===== src/rtl/div_ctrl_pkg.sv =====
// Shared types and constants for the divider arbiter.
package div_ctrl_pkg;

    // Controller states. The encodings are fixed so that they can be probed directly.
    typedef enum logic [1:0] {
        S_IDLE  = 2'd0,
        S_START = 2'd1,
        S_WAIT  = 2'd2,
        S_DONE  = 2'd3
    } state_t;

    // Default operand/result width. Must match the attached divider.
    localparam int DIV_W_DEF       = 4;
    // Number of S_WAIT cycles after which a healthy divider shows div_valid.
    localparam int DIV_WAIT_NOM    = 6;
    // Default abort limit, counted in S_WAIT cycles.
    localparam int DIV_TIMEOUT_DEF = 15;

endpackage


===== src/rtl/rr_arb2.sv =====
// Two-way round-robin arbiter. The grant is combinational; only the last
// winner is stored, and it is updated when the consumer accepts a grant.
module rr_arb2 (
    input  logic clk,
    input  logic rst,
    input  logic req0,
    input  logic req1,
    input  logic take,
    output logic gnt,
    output logic any_req
);

    logic last_grant_reg;

    // On a tie the requester that did not win last time gets the grant.
    always_comb begin
        any_req = req0 | req1;
        gnt     = (req0 && req1) ? ~last_grant_reg : req1;
    end

    // Remember the winner. Reset to 1 so requester 0 wins the first tie.
    always_ff @(posedge clk or posedge rst) begin
        if (rst) begin
            last_grant_reg <= 1'b1;
        end else if (take && any_req) begin
            last_grant_reg <= gnt;
        end
    end

endmodule


===== src/rtl/div_arbiter.sv =====
// Shares one iterative divider between two requesters. The winning operands
// are latched and held, the divider is started once, and the result is
// returned with a one-cycle ack. Divide-by-zero is answered without using
// the divider. A divider that never completes is aborted with err.
module div_arbiter
    import div_ctrl_pkg::*;
#(
    parameter int W       = DIV_W_DEF,
    parameter int TIMEOUT = DIV_TIMEOUT_DEF
) (
    input  logic         clk,
    input  logic         rst,
    input  logic         req0,
    input  logic         req1,
    input  logic [W-1:0] d0,
    input  logic [W-1:0] dv0,
    input  logic [W-1:0] d1,
    input  logic [W-1:0] dv1,
    output logic         ack0,
    output logic         ack1,
    output logic [W-1:0] q_out,
    output logic [W-1:0] r_out,
    output logic         dz,
    output logic         err,
    output logic         busy,
    output logic         div_start,
    output logic [W-1:0] div_D,
    output logic [W-1:0] div_divider,
    input  logic [W-1:0] div_q,
    input  logic [W-1:0] div_r,
    input  logic         div_valid
);

    localparam int CW = $clog2(TIMEOUT + 1);

    state_t         state_reg, state_next;
    logic [CW-1:0]  cnt_reg, cnt_next;
    logic           sel_reg, sel_next;
    logic [W-1:0]   div_D_next, div_divider_next, q_next, r_next;
    logic           dz_next, err_next, ack0_next, ack1_next, start_next;
    logic           gnt, any_req, take;
    logic [W-1:0]   op_d, op_dv;

    rr_arb2 u_arb (
        .clk     (clk),
        .rst     (rst),
        .req0    (req0),
        .req1    (req1),
        .take    (take),
        .gnt     (gnt),
        .any_req (any_req)
    );

    assign op_d  = gnt ? d1  : d0;
    assign op_dv = gnt ? dv1 : dv0;
    assign busy  = (state_reg != S_IDLE);

    // State register; a reset in mid-operation drops the operation silently.
    always_ff @(posedge clk or posedge rst) begin
        if (rst) begin
            state_reg <= S_IDLE;
        end else begin
            state_reg <= state_next;
        end
    end

    // Next-state and next-value logic for every registered output.
    always_comb begin
        state_next       = state_reg;
        cnt_next         = cnt_reg;
        sel_next         = sel_reg;
        div_D_next       = div_D;
        div_divider_next = div_divider;
        q_next           = q_out;
        r_next           = r_out;
        dz_next          = dz;
        err_next         = err;
        ack0_next        = 1'b0;
        ack1_next        = 1'b0;
        start_next       = 1'b0;
        take             = 1'b0;

        case (state_reg)
            S_IDLE: begin
                if (any_req) begin
                    take             = 1'b1;
                    sel_next         = gnt;
                    div_D_next       = op_d;
                    div_divider_next = op_dv;
                    if (op_dv == '0) begin
                        // Answer directly; the divider is left untouched.
                        q_next     = '1;
                        r_next     = op_d;
                        dz_next    = 1'b1;
                        err_next   = 1'b0;
                        ack0_next  = ~gnt;
                        ack1_next  = gnt;
                        state_next = S_DONE;
                    end else begin
                        start_next = 1'b1;
                        state_next = S_START;
                    end
                end
            end
            S_START: begin
                cnt_next   = '0;
                state_next = S_WAIT;
            end
            S_WAIT: begin
                cnt_next = cnt_reg + CW'(1);
                // div_valid may still be high from the previous operation in
                // the first wait cycle, so it is ignored while the count is 0.
                if ((cnt_reg != '0) && div_valid) begin
                    q_next     = div_q;
                    r_next     = div_r;
                    dz_next    = 1'b0;
                    err_next   = 1'b0;
                    ack0_next  = ~sel_reg;
                    ack1_next  = sel_reg;
                    state_next = S_DONE;
                end else if (cnt_reg == CW'(TIMEOUT - 1)) begin
                    q_next     = '0;
                    r_next     = '0;
                    dz_next    = 1'b0;
                    err_next   = 1'b1;
                    ack0_next  = ~sel_reg;
                    ack1_next  = sel_reg;
                    state_next = S_DONE;
                end
            end
            S_DONE: begin
                state_next = S_IDLE;
            end
            default: begin
                state_next = S_IDLE;
            end
        endcase
    end

    // Operand, result, handshake and timeout-counter registers.
    always_ff @(posedge clk or posedge rst) begin
        if (rst) begin
            cnt_reg     <= '0;
            sel_reg     <= 1'b0;
            div_D       <= '0;
            div_divider <= '0;
            q_out       <= '0;
            r_out       <= '0;
            dz          <= 1'b0;
            err         <= 1'b0;
            ack0        <= 1'b0;
            ack1        <= 1'b0;
            div_start   <= 1'b0;
        end else begin
            cnt_reg     <= cnt_next;
            sel_reg     <= sel_next;
            div_D       <= div_D_next;
            div_divider <= div_divider_next;
            q_out       <= q_next;
            r_out       <= r_next;
            dz          <= dz_next;
            err         <= err_next;
            ack0        <= ack0_next;
            ack1        <= ack1_next;
            div_start   <= start_next;
        end
    end

endmodule

===== config.mk =====
export PLATFORM = sky130hd
export DESIGN_NAME = div_arbiter
export DESIGN_NICKNAME = d
export VERILOG_FILES = /design/src/rtl/div_ctrl_pkg.sv /design/src/rtl/rr_arb2.sv /design/src/rtl/div_arbiter.sv
export SDC_FILE = /design/constraint.sdc
export NUM_CORES = 1
export LEC_CHECK = 0
export ABC_AREA = 1
export BUFFER_PORTS_ARGS = -buffer_cell sky130_fd_sc_hd__buf_2
export CORE_MARGIN = 1.5
export CORE_UTILIZATION = 45
export CTS_CLUSTER_DIAMETER = 120
export DETAILED_ROUTE_END_ITERATION = 16
export PLACE_DENSITY = 0.69
export SLEW_MARGIN = 20
export SYNTH_ARGS = -nofsm -noshare
export SYNTH_HDL_FRONTEND = slang
export SYNTH_HIERARCHICAL = 1
export SYNTH_SLANG_ARGS = --single-unit

===== constraint.sdc =====
create_clock -name clk -period 1.65 [get_ports clk]
set_input_delay 0.33 -clock clk [delete_from_list [all_inputs] [get_ports clk]]
set_output_delay 0.33 -clock clk [all_outputs]
set_load 0.01 [all_outputs]

==> results.cfg <==
[clocking]
cts_tree = yes
cts-htree-levels = 2
cts-buffers-inserted = 5
cts_sinks = 29
clkLatencyLatePin_ns = 0.33
root_buffer = clkbuf_4
clkSlewWorstSetupHoldPaths_ns = 0.09
cts_buffer_depth = 2

[placed_design]
place_area_mm2 = 0.00196
dp.cells = 294
dp_hpwl_mm = 2.67
place_congestion = 0.778
place_ws_ns = 0.00917
portBuffers = 50

[run]
drv_cap = 0

[power_and_ir_drop]
pwr-share-seq = 0.292
switching_share = 0.429
ir_worst_vdd_mv = 1.28
leakage_nw = 1.14
comb_power_share = 0.559
power.share.clock = 0.149
p_sw_w = 0.00175
p_per_area_mw_per_mm2 = 1900
internal-power_w = 0.00233

[global_routing]
grt_remaining_overflow = 0
grt_pass1_wl_mm = 6.00
grt_max_degree = 29
antenna_found_initial = 0
track_usage = 0.195
grt_pass1_vias = 1384

[setup_path]
worstSetupPathType = reg2reg
cp-start-kind = flip-flop
worst_ep_arrival_time_ns = 1.78
required_ns = 1.86
critPathCaptureType = flip-flop
rr_worst_depth = 11
cp_max_fo = 8

[min_path]
worstHoldPathCells = 3
holdCritPathClass = in2reg

[timing]
rsz0062_at_grt = yes
final.period_utilization = 0.948
period_needed_ns = 1.56
final-setup-viol-count = 0
finalHoldViolations = 0
max_freq_mhz = 639
report.final.slew_viol_count = 0
setup_tns_ns = 0
worst_pin_slew_ns = 0.359
fin_skew_ns = 0.0126
max-slew-margin-rel = 0.761
finalWorstSetupSlack_ns = 0.0861

[yosys]
yosysWarnings = 6
synth_nets = 224
syn-cell-area_mm2 = 0.00158
ys.flop_type = dfrtp_1
synth.yosys.seq_area_share = 0.460
synth-seq-cells = 29
syn-instance-count = 190
synth-edff-count = 0
async_flop_share = 1.00
ys_types = 28
syn_area_per_cell_um2 = 8.32

[route]
first_pass_iters = 4
wl_met3_um = 180
dr.first_iter.drc_count = 80
met2_length_mm = 1.80
wl_per_cell_um = 11.9
drt_drc_violations_left = 0
viasPerCell = 4.96
num_vias = 1518
routed_wl_mm = 3.65
maxUsedRoutingLayer = met4
drt-met1-wl_mm = 1.63
ant_nets = 0

[floorplan]
io-pin-count = 51
die_y_um = 62.3
rows = 21
die-area_mm2 = 0.00388
core_mm2 = 0.00336
fp.dieW_um = 62.3
start_util = 0.470

[outcome]
outcome = finished, final reports clean

[cells_and_area]
final_util = 0.639
syn2layout_area_growth_pct = 35.9
nets = 293
fin_cells = 306
drive_above_1_share = 0.400
final_area_mm2 = 0.00215
fill_cells = 324
antenna_cells = 0
[final timing paths]
kind                                           start                    to  slack (ns)
worst max-delay path            u_arb/last_grant_reg                   err        0.09
worst min register to register               sel_reg                  ack0        0.47
min in group asynchronous                        rst  u_arb/last_grant_reg        0.54
worst max register to register  u_arb/last_grant_reg                   err        0.09
max in group asynchronous                        rst                   err        0.77
worst min-delay path                            req1  u_arb/last_grant_reg        0.25
[cell usage in the layout (no fill, tap or decap), drive strengths merged]
master	synthesis	final
o31ai	1	1
a21boi	1	1
bufinv	0	1
clkbuf	0	7
o21ai	9	9
inv	14	15
buf	6	66
ha	5	5
o22ai	2	2
dlygate4sd3	0	1
xor2	2	2
nor2	13	13
nand3	12	13
dfstp	1	1
dfrtp	28	28
nand2	73	73
nand4	10	10
or2	1	1
a21oi	3	3
a31oi	8	8
[power groups by stage]
| stage | sequential, W | clock [W] | combinational [W] |
|---|---|---|---|
| 6_report | 0.00119 | 0.000608 | 0.00228 |
| 5_1_grt | 0.00123 | 0.000659 | 0.00254 |
| 4_1_cts | 0.00119 | 0.000623 | 0.00212 |
| 3_5_place_dp | 0.00120 | 0 | 0.00211 |
| 3_3_place_gp | 0.00120 | 0 | 0.00206 |
| 2_1_floorplan | 0.00130 | 0 | 0.00129 |
[area by class of cell]
cell class                      count  area, um2  area share
Multi-Input combinational cell    141        797       0.371
Sequential cell                    29        727       0.338
Timing Repair Buffer               67        413       0.192
Inverter                           15       68.8      0.0320
Tap cell                           46       57.6      0.0268
Clock buffer                        7       55.1      0.0256
Clock inverter                      1       30.0      0.0140
[worst max-delay path: stages, from the launching register on]
cell and delay (ns):
dfstp_2 0.56, a21boi_2 0.05, buf_6 0.15, inv_8 0.08, nand2_2 0.06, nand2_2 0.06
nor2_2 0.04, nand2_2 0.07, nand2_4 0.10, buf_12 0.15, nand4_1 0.07, nand2_1 0.05
[what timing repair did]
item,in CTS,in global routing
hold buffers,1,0
gates resized for setup,0,22
endpoints found under the hold margin,1,0
setup buffers,0,2
endpoints found under the setup margin,0,12
[per-stage QoR]
step / power, W / hold WS [ns]
5_1_grt: 0.00442 / 0.258
3_5_place_dp: 0.00331 / 0.340
3_3_place_gp: 0.00326 / 0.335
6_report: 0.00408 / 0.248
4_1_cts: 0.00393 / 0.239
2_1_floorplan: 0.00259 / 0.220
[cell families after synthesis]
family	share of synthesized area
xor+xnor	0.0111
compound gates	0.0871
fa+ha+maj	0.0396
flops	0.460
buf+inv	0.0768
simple gates	0.325
[per-layer routing]
metal	GRT usage	vias to the layer above
li1	-	773
met1	0.252	699
met2	0.318	40
met3	0.0489	6
met4	0.0750	0
met5	0	-
[cells in the mapped netlist (3+ instances only)]
cell type	instances	area, um2
a21oi_1	3	15.0
a31oi_1	8	50.1
buf_2	3	15.0
dfrtp_1	28	701
ha_1	5	62.6
inv_1	12	45.0
nand2_1	63	236
nand2_2	7	43.8
nand2_4	3	33.8
nand3_1	10	50.1
nand4_1	10	62.6
nor2_1	11	41.3
o21ai_0	8	40.0
(Power assumes the default switching activity.)
